--- config.mk ---
export PLATFORM = sky130hd
export DESIGN_NAME = march_ctrl
export DESIGN_NICKNAME = d
export VERILOG_FILES = /design/src/rtl/mbist_pkg.sv /design/src/rtl/march_addr_gen.sv /design/src/rtl/march_ctrl.sv
export SDC_FILE = /design/constraint.sdc
export NUM_CORES = 1
export LEC_CHECK = 0
export CAP_MARGIN = 25
export CELL_PAD_IN_SITES_DETAIL_PLACEMENT = 0
export CELL_PAD_IN_SITES_GLOBAL_PLACEMENT = 1
export CORE_ASPECT_RATIO = 2
export CORE_MARGIN = 3
export CORE_UTILIZATION = 41
export CTS_BUF_LIST = sky130_fd_sc_hd__clkbuf_8
export CTS_CLUSTER_DIAMETER = 100
export DETAILED_ROUTE_END_ITERATION = 8
export GPL_TIMING_DRIVEN = 0
export PLACE_DENSITY = 0.91
export SLEW_MARGIN = 20
export SYNTH_ARGS = -nofsm -noshare
export SYNTH_HDL_FRONTEND = slang
export SYNTH_SLANG_ARGS = --single-unit
export TNS_END_PERCENT = 100
--- constraint.sdc ---
create_clock -name CLK -period 2.4 [get_ports CLK]
set_input_delay 0.36 -clock CLK [delete_from_list [all_inputs] [get_ports CLK]]
set_output_delay 0.36 -clock CLK [all_outputs]
set_load 0.03 [all_outputs]
--- src/rtl/mbist_pkg.sv ---
// Shared March C- definitions: element encoding, per-element op table,
// sequencer FSM states and data backgrounds.
package mbist_pkg;

  typedef enum logic [2:0] {
    E0 = 3'd0, E1 = 3'd1, E2 = 3'd2, E3 = 3'd3, E4 = 3'd4, E5 = 3'd5
  } elem_e;

  typedef enum logic [1:0] {
    S_IDLE  = 2'd0,
    S_RUN   = 2'd1,
    S_DRAIN = 2'd2,
    S_FIN   = 2'd3
  } state_e;

  // Backgrounds are replicated across the data width: D0 = all-zeros, D1 = all-ones.
  localparam logic BG_D0 = 1'b0;
  localparam logic BG_D1 = 1'b1;

  function automatic logic elem_up(elem_e e);
    return (e == E0) || (e == E1) || (e == E2);
  endfunction

  function automatic logic elem_two_ops(elem_e e);
    return (e != E0) && (e != E5);
  endfunction

  function automatic logic op_is_write(elem_e e, logic opi);
    case (e)
      E0:      return 1'b1;
      E5:      return 1'b0;
      default: return opi;
    endcase
  endfunction

  // E1/E3 are (r0,w1), E2/E4 are (r1,w0); E0 is w0 and E5 is r0.
  function automatic logic op_bg(elem_e e, logic opi);
    case (e)
      E1, E3:  return opi ? BG_D1 : BG_D0;
      E2, E4:  return opi ? BG_D0 : BG_D1;
      default: return BG_D0;
    endcase
  endfunction

endpackage

--- src/rtl/march_addr_gen.sv ---
// Up/down address counter for one March element; direction is latched on load.
module march_addr_gen #(
  parameter int ADDR_W = 4
) (
  input  logic              CLK,
  input  logic              nRESET,
  input  logic              load,
  input  logic              load_up,
  input  logic              step,
  output logic [ADDR_W-1:0] addr,
  output logic              last
);

  logic up;

  always_ff @(posedge CLK) begin
    if (!nRESET) begin
      addr <= '0;
      up   <= 1'b1;
    end else if (load) begin
      addr <= load_up ? '0 : '1;
      up   <= load_up;
    end else if (step) begin
      addr <= up ? addr + ADDR_W'(1) : addr - ADDR_W'(1);
    end
  end

  assign last = up ? (addr == '1) : (addr == '0);

endmodule

--- src/rtl/march_ctrl.sv ---
// March C- MBIST sequencer: drives the SRAM, attributes delayed comparator
// results to (address, element) and logs pass/fail.
module march_ctrl
  import mbist_pkg::*;
#(
  parameter int ADDR_W  = 4,
  parameter int DATA_W  = 8,
  parameter int CMP_LAT = 2,
  parameter int FCNT_W  = 8
) (
  input  logic              CLK,
  input  logic              nRESET,
  input  logic              START,
  input  logic              STOP_ON_FAIL,
  output logic              BUSY,
  output logic              DONE,
  output logic              FAIL,
  output logic [ADDR_W-1:0] FAIL_ADDR,
  output logic [2:0]        FAIL_ELEM,
  output logic [FCNT_W-1:0] FAIL_COUNT,
  output logic              MEM_CE,
  output logic              MEM_WE,
  output logic [ADDR_W-1:0] MEM_ADDR,
  output logic [DATA_W-1:0] MEM_WDATA,
  output logic [DATA_W-1:0] ExpDATA,
  input  logic              RESULT,
  output logic [1:0]        DBG_STATE
);

  localparam int DCW = (CMP_LAT > 1) ? $clog2(CMP_LAT) : 1;

  state_e            state, state_n;
  elem_e             elem, elem_n;
  logic              opi, opi_n;
  logic              stop_r, accept;
  logic [DCW-1:0]    drain_cnt;
  logic              gen_load, gen_load_up, gen_step, gen_last;
  logic [ADDR_W-1:0] gen_addr;
  logic              is_write, op_last, wr_issue, rd_issue, mismatch;
  logic [DATA_W-1:0] data_val, wdata_q, exp_q;

  logic              pv [CMP_LAT];
  logic [ADDR_W-1:0] pa [CMP_LAT];
  elem_e             pe [CMP_LAT];

  march_addr_gen #(.ADDR_W(ADDR_W)) u_addr_gen (
    .CLK     (CLK),
    .nRESET  (nRESET),
    .load    (gen_load),
    .load_up (gen_load_up),
    .step    (gen_step),
    .addr    (gen_addr),
    .last    (gen_last)
  );

  assign is_write = op_is_write(elem, opi);
  assign op_last  = elem_two_ops(elem) ? opi : 1'b1;
  assign data_val = {DATA_W{op_bg(elem, opi)}};
  assign wr_issue = (state == S_RUN) && is_write;
  assign rd_issue = (state == S_RUN) && !is_write;
  // A read shown in cycle t has its RESULT in cycle t+CMP_LAT, when its entry sits in pv[CMP_LAT-1].
  assign mismatch = pv[CMP_LAT-1] && !RESULT;

  always_comb begin
    state_n     = state;
    elem_n      = elem;
    opi_n       = opi;
    gen_load    = 1'b0;
    gen_load_up = 1'b1;
    gen_step    = 1'b0;
    accept      = 1'b0;
    case (state)
      S_IDLE, S_FIN: begin
        if (START) begin
          state_n  = S_RUN;
          elem_n   = E0;
          opi_n    = 1'b0;
          gen_load = 1'b1;
          accept   = 1'b1;
        end
      end
      S_RUN: begin
        if (mismatch && stop_r) begin
          state_n = S_DRAIN;
        end else if (!op_last) begin
          opi_n = 1'b1;
        end else if (!gen_last) begin
          opi_n    = 1'b0;
          gen_step = 1'b1;
        end else if (elem == E5) begin
          state_n = S_DRAIN;
        end else begin
          elem_n      = elem_e'(elem + 3'd1);
          opi_n       = 1'b0;
          gen_load    = 1'b1;
          gen_load_up = elem_up(elem_e'(elem + 3'd1));
        end
      end
      S_DRAIN: begin
        if (drain_cnt == DCW'(CMP_LAT - 1)) state_n = S_FIN;
      end
      default: state_n = S_IDLE;
    endcase
  end

  always_ff @(posedge CLK) begin
    if (!nRESET) begin
      state     <= S_IDLE;
      elem      <= E0;
      opi       <= 1'b0;
      drain_cnt <= '0;
      wdata_q   <= '0;
      exp_q     <= '0;
    end else begin
      state     <= state_n;
      elem      <= elem_n;
      opi       <= opi_n;
      drain_cnt <= (state == S_DRAIN) ? drain_cnt + DCW'(1) : '0;
      if (wr_issue) wdata_q <= data_val;
      if (rd_issue) exp_q <= data_val;
    end
  end

  always_ff @(posedge CLK) begin
    if (!nRESET) begin
      for (int i = 0; i < CMP_LAT; i++) begin
        pv[i] <= 1'b0;
        pa[i] <= '0;
        pe[i] <= E0;
      end
    end else begin
      pv[0] <= rd_issue;
      pa[0] <= gen_addr;
      pe[0] <= elem;
      for (int i = 1; i < CMP_LAT; i++) begin
        pv[i] <= pv[i-1];
        pa[i] <= pa[i-1];
        pe[i] <= pe[i-1];
      end
    end
  end

  always_ff @(posedge CLK) begin
    if (!nRESET) begin
      FAIL       <= 1'b0;
      FAIL_ADDR  <= '0;
      FAIL_ELEM  <= '0;
      FAIL_COUNT <= '0;
      stop_r     <= 1'b0;
    end else if (accept) begin
      FAIL       <= 1'b0;
      FAIL_ADDR  <= '0;
      FAIL_ELEM  <= '0;
      FAIL_COUNT <= '0;
      stop_r     <= STOP_ON_FAIL;
    end else if (mismatch) begin
      if (!FAIL) begin
        FAIL      <= 1'b1;
        FAIL_ADDR <= pa[CMP_LAT-1];
        FAIL_ELEM <= pe[CMP_LAT-1];
      end
      if (FAIL_COUNT != '1) FAIL_COUNT <= FAIL_COUNT + FCNT_W'(1);
    end
  end

  assign BUSY      = (state == S_RUN) || (state == S_DRAIN);
  assign DONE      = (state == S_FIN);
  assign MEM_CE    = (state == S_RUN);
  assign MEM_WE    = wr_issue;
  assign MEM_ADDR  = gen_addr;
  assign MEM_WDATA = wr_issue ? data_val : wdata_q;
  assign ExpDATA   = rd_issue ? data_val : exp_q;
  assign DBG_STATE = state;

endmodule

# Word-level counts from Yosys, hierarchy flattened
# Memories as Yosys holds them, arrays and structs flattened. A register that Yosys moved wholly into a read port is not among the register bits.
# Index checks and enable logic that the tools add are counted.
[op_classes]
bitwise = 8
eq_ne = 23
reduce_logical = 27
add_sub_neg = 5
muxes = 55
[ops]
columns = ["cell", "count"]
rows = [
  ["$mux 1", 28],
  ["$mux 4", 6],
  ["$mux 3", 7],
  ["$mux 8", 2],
  ["$mux 2", 6],
  ["$eq 3x2->1 const B", 3],
  ["$ne 3x1->1 const B", 3],
  ["$add 8x1->8 const B", 1],
  ["$ne 2x2->1 const B", 4],
  ["$ne 8x8->1 const B", 1],
  ["$pmux 1 s2", 4],
  ["$reduce_or 2->1", 4],
  ["$eq 3x1->1 const B", 2],
  ["$eq 3x3->1 const B", 2],
  ["$logic_not 3->1", 2],
  ["$or 1x1->1", 6],
  ["$pmux 2 s3", 1],
  ["$pmux 3 s2", 1],
  ["$reduce_and 2->1", 3],
  ["$reduce_and 6->1", 1],
  ["$logic_and 1x1->1", 5],
  ["$reduce_and 5->1", 1],
  ["$add 4x1->4 const B", 1],
  ["$eq 2x2->1 const B", 2],
  ["other kinds (16)", 22],
]
[word_totals]
output_inout_bits = 42
elab_cells = 132
ramBits = 16
reg_bits = 38
n_memories = 3
[memory_table]
columns = ["memory", "words", "word_bits", "rd", "rd_ports_with_merged_regs", "write_ports", "line_no", "text"]
rows = [
  ["pa", 2, 4, 2, 1, 2, "march_ctrl.sv:43", "logic [ADDR_W-1:0] pa [CMP_LAT];"],
  ["pe", 2, 3, 2, 1, 2, "march_ctrl.sv:44", "elem_e pe [CMP_LAT];"],
  ["pv", 2, 1, 2, 0, 2, "march_ctrl.sv:42", "logic pv [CMP_LAT];"],
]

# Logic depth before layout (Yosys ltp)
[depth]
word_depth = 11
ltp_mapped = 9

# By module
# A second synthesis with hierarchy kept.
[unflattened]
hier_cells = 291
area_unflattened_um2 = 2722.6
[by_module_without_submodules]
columns = ["module", "cells_per_inst", "seq_area_each_um2", "instances", "area_per_inst_um2"]
rows = [
  ["march_ctrl", 257, 1121.1, 1, 2401.1],
  ["march_addr_gen", 34, 100.1, 1, 321.6],
]

# Least setup slack after synthesis
# OpenSTA, ideal clock, no wires.
[synth_timing]
path_type = "reg-to-output"
from = "register state[0], in the netlist DBG_STATE[0]"
to = "output port ExpDATA[0]"
path_stages_with_launch = 7
path_buffers = 2
t_arrival_ps = 2191
setup_slack_ps = -151
cell_sequence = "dfxtp_1 ha_1 clkbuf_8 nor3b_2 a21bo_2 buf_2 o21a_1"
[synth_via]
elab_chain_len = 3
[synth_rtl]
columns = ["item", "line_no", "text"]
rows = [
  ["from (decl)", "march_ctrl.sv:32", "state_e state, state_n;"],
  ["from (signal assigned)", "march_ctrl.sv:115", "state <= state_n;"],
  ["$eq 2x1->1", "-", ""],
  ["via MEM_CE", "march_ctrl.sv:21", "output logic MEM_CE,"],
  ["$logic_and 1x1->1", "march_ctrl.sv:60", "assign rd_issue = (state == S_RUN) && !is_write;"],
  ["$mux 8", "-", ""],
  ["to (decl)", "march_ctrl.sv:25", "output logic [DATA_W-1:0] ExpDATA,"],
]
# The timed path passes the listed nets, and every way through them passes these cells.

# Worst setup path after layout
[layout_timing]
from = "register elem[0]"
to = "output port MEM_WDATA[5]"
[layout_via]
elab_chain_len = 4
[layout_rtl]
columns = ["item", "line_no", "text"]
rows = [
  ["from (decl)", "march_ctrl.sv:33", "elem_e elem, elem_n;"],
  ["from (signal assigned)", "march_ctrl.sv:116", "elem <= elem_n;"],
  ["$eq 3x2->1 (tied with other cells)", "mbist_pkg.sv:38", "case (e)"],
  ["$reduce_or 2->1 / $pmux 1 s2 (equally long branches)", "mbist_pkg.sv:38, mbist_pkg.sv:29", ""],
  ["$pmux 1 s2 / $logic_and 1x1->1 (equally long branches)", "mbist_pkg.sv:38, march_ctrl.sv:59", ""],
  ["$mux 8 (*)", "-", ""],
  ["to (decl)", "march_ctrl.sv:24", "output logic [DATA_W-1:0] MEM_WDATA,"],
]
# Mark *: on every way between the ends. The rest lies on a longest branch, timed or not.

==> results.md <==
- Die span in x: 62.1 um
- Core Region: between 6000 and 7000 sq um
- DRC viols: 0
- Buffers on Ports: 46
- Critical path, cell by cell: buf_4 -> ha_4 -> a211o_1 -> buf_6 -> a21oi_4 -> buf_12 -> a21oi_1 -> buf_4
- Post-synthesis sequential area ratio: 0.473
- Critical Path AT: 1960 ps
- Status: finished clean
- Max stage delay on crit path: 350 ps
- CP max-delay cell: dfxtp_4
- Synth Area in Compound Gates: 0.146
- XOR/XNOR Fraction of Synth Area: 0.0339
- CP Launch Type: flop
- Peak VDD IR: 972 uV
- H-tree Lvls: 3
- Cell Pwr Density: around 1000 nW/um^2
- Skew-Pair Late Insertion Delay: 330 ps
- CTS tree: yes
- CTS root buf: clkbuf_8
- CP required: 2040 ps
- Critical path class: reg2out
- Post-DP Area: 3160 sq um
- Cells after DPL: 402
- Worst-Margin Slew: 487 ps
- Post-synth cell types: 45
- Initial antenna violation count: 0
- Post-route cell area: 3450 sq um
- Vias in the first global route: 1,978
- Grt ovf: 0
- RSZ-0062 raised after global routing: yes
- Rel. slew slack: 0.670
- Primary FF master, synth: dfxtp_1
- Post-route ant nets: 0
- NumNets Final: 352
- Wire per inst: 12.6 um
- Clock Skew: around 7.2 ps
- Commonest non-fill, non-tap cell in the layout: dfxtp_1
- # rows: 40
- Mapped Cells: approximately 270
- Main combinational cell family by area after synthesis: simple AND/OR/NAND/NOR gates
- Hold buffer count at cts: 0
- Min Tclk post-route: approximately 2300 ps
- GP Congestion: 0.815
- Cell Area, Synth: 2580 sq um
- Die Y: 118 um
- Mux share of post-synthesis cell area: 0.0446
- Largest net degree at the start of global routing: 11
- Final core utilization: 0.570
- Clock sinks: roughly 60
- Leak: 1.40 nW
- EDFF count, synth: 0
- Number of max-cap violations: 0
- Non-Filler Instances: 422
- Hold WC Path Type: reg2reg
- Final setup violation count: 0
- Mean post-synth cell area: approximately 9.5 sq um
- Share of layout cells above drive strength 1: 0.198
- Crit-path leading delay family: buffers and inverters
- Gr usage total: 0.149
- Async SR Flop Fraction: 0
- Detailed Route Iter0 Violations: 53
- # diodes: 0
- #FFs+latches synth: 61
- Pre-antenna DRT Iters: 4
- Post-synthesis adder-cell area fraction: 0.0659
- Via count: 2,045
- Commonest cells after routing, fill and taps aside: 56 x dfxtp_1, 29 x and2_1, 29 x clkdlybuf4s50_1
- Final hold violations: 0
- Die area: 7350 sq um
- Most common cell on crit path: buf_4
- Ports: between 40 and 50
- Critical-path maximum fanout: 6
- Max-slew violation count: 0
- First-pass GRT wire length: between 8 and 9 mm
- Mapped Nets: 290
- Period Utilization, post-route: 0.969
- CP Capture Type: primary output
- Highest clock rate: around 0.43 GHz
- Clock buffer depth: 2
- Via-to-Cell Ratio: around 4.8
- Clk slew on worst S/H paths: about 60 ps
- Synthesis-to-layout area growth: 33.7%
- Yosys warns: 0
- Post-Route WL: about 5.3 mm
- Inserted Clock Buffers: 9
- DP HPWL: roughly 4.0 mm
- Initial Util: 0.427
- Crit path buffers/inverters: 4
- Post-synthesis simple-gate area fraction: 0.186
[area by class of cell]
cell class / instances / area (sq um)
Fill cell: 538 / 2600
Inverter: 23 / 86.3
Clock inverter: 4 / 47.5
Multi-Input combinational cell: 179 / 1310
Timing Repair Buffer: 53 / 483
Clock buffer: 11 / 151
Buffer: 7 / 36.3
Sequential cell: 61 / 1230
Tap cell: 84 / 105
[timing repair]
item | in CTS | in global routing
hold endpoints to repair | 0 | 0
buffers inserted | 4 | 3
pin swaps | 5 | 3
endpoints found under the setup margin | 28 | 20
gates resized for setup | 91 | 33
[final timing paths]
check                             startpoint                              end  slack (ps)  cells past startpoint
max                     elem[0]$_SDFFE_PN0P_                     MEM_WDATA[5]          80                      8
min                     drain_cnt$_SDFF_PN0_             drain_cnt$_SDFF_PN0_         420                      1
max reg2reg  u_addr_gen.addr[0]$_SDFFE_PN0P_  u_addr_gen.addr[2]$_SDFFE_PN0P_         290                      5
min reg2reg             drain_cnt$_SDFF_PN0_             drain_cnt$_SDFF_PN0_         420                      1
[cells in the mapped netlist (4+ instances only)]
master	count	share of area
dfxtp_1	61	0.47
and2_1	29	0.070
inv_1	23	0.033
nor2_1	21	0.031
nand2_1	17	0.025
a21oi_1	15	0.029
ha_1	12	0.058
o21a_1	11	0.032
mux2i_1	10	0.039
xnor2_1	7	0.024
clkbuf_1	6	0.0087
o21ai_0	6	0.012
nand3_1	4	0.0077
nor2b_1	4	0.0097
nor3_1	4	0.0077
[through the flow]
step	power (mW)	setup WS (ps)	setup TNS [ps]	hold WS, ps
finish	3.57	75.6	0	420
global route	3.77	-5.02	-11.6	436
CTS	3.52	-96.3	-164	425
detailed placement	2.65	-837	-12950	416
global placement	2.63	-769	-11190	414
floorplan	2.18	24.8	0	398
[where the power goes]
| group | total, mW | leakage [nW] | internal, mW | switching (mW) |
|---|---|---|---|---|
| registers | 1.22 | 0.498 | 1.14 | 0.0840 |
| logic | 1.45 | 0.805 | 0.599 | 0.847 |
| clock network | 0.896 | 0.101 | 0.526 | 0.369 |
[logic make-up after synthesis]
family | count (synthesis)
AND/OR/NAND/NOR | 91
AO/OA/AOI/OAI | 54
buffers and inverters | 32
multiplexers | 11
XOR/XNOR | 10
adder cells (fa/ha/maj) | 13
flip-flops | 61
[registers in the layout (all words and copies together), names as in the netlist, 2 cells and up]
signal and cells:
DBG_STATE 2, FAIL_ADDR 4, FAIL_COUNT 8, FAIL_ELEM 3, elem 3, exp_q 8
pa 8, pe 6, pv 2, u_addr_gen.addr 4, wdata_q 8
[per-layer routing]
layer,part of all wire,vias to the layer above,GRT usage
met3,0.026,8,0.0314
met5,0,-,0
li1,-,1047,-
met1,0.37,955,0.140
met2,0.58,35,0.291
met4,0.019,0,0.0803
Power figures use the tool's default switching activity.
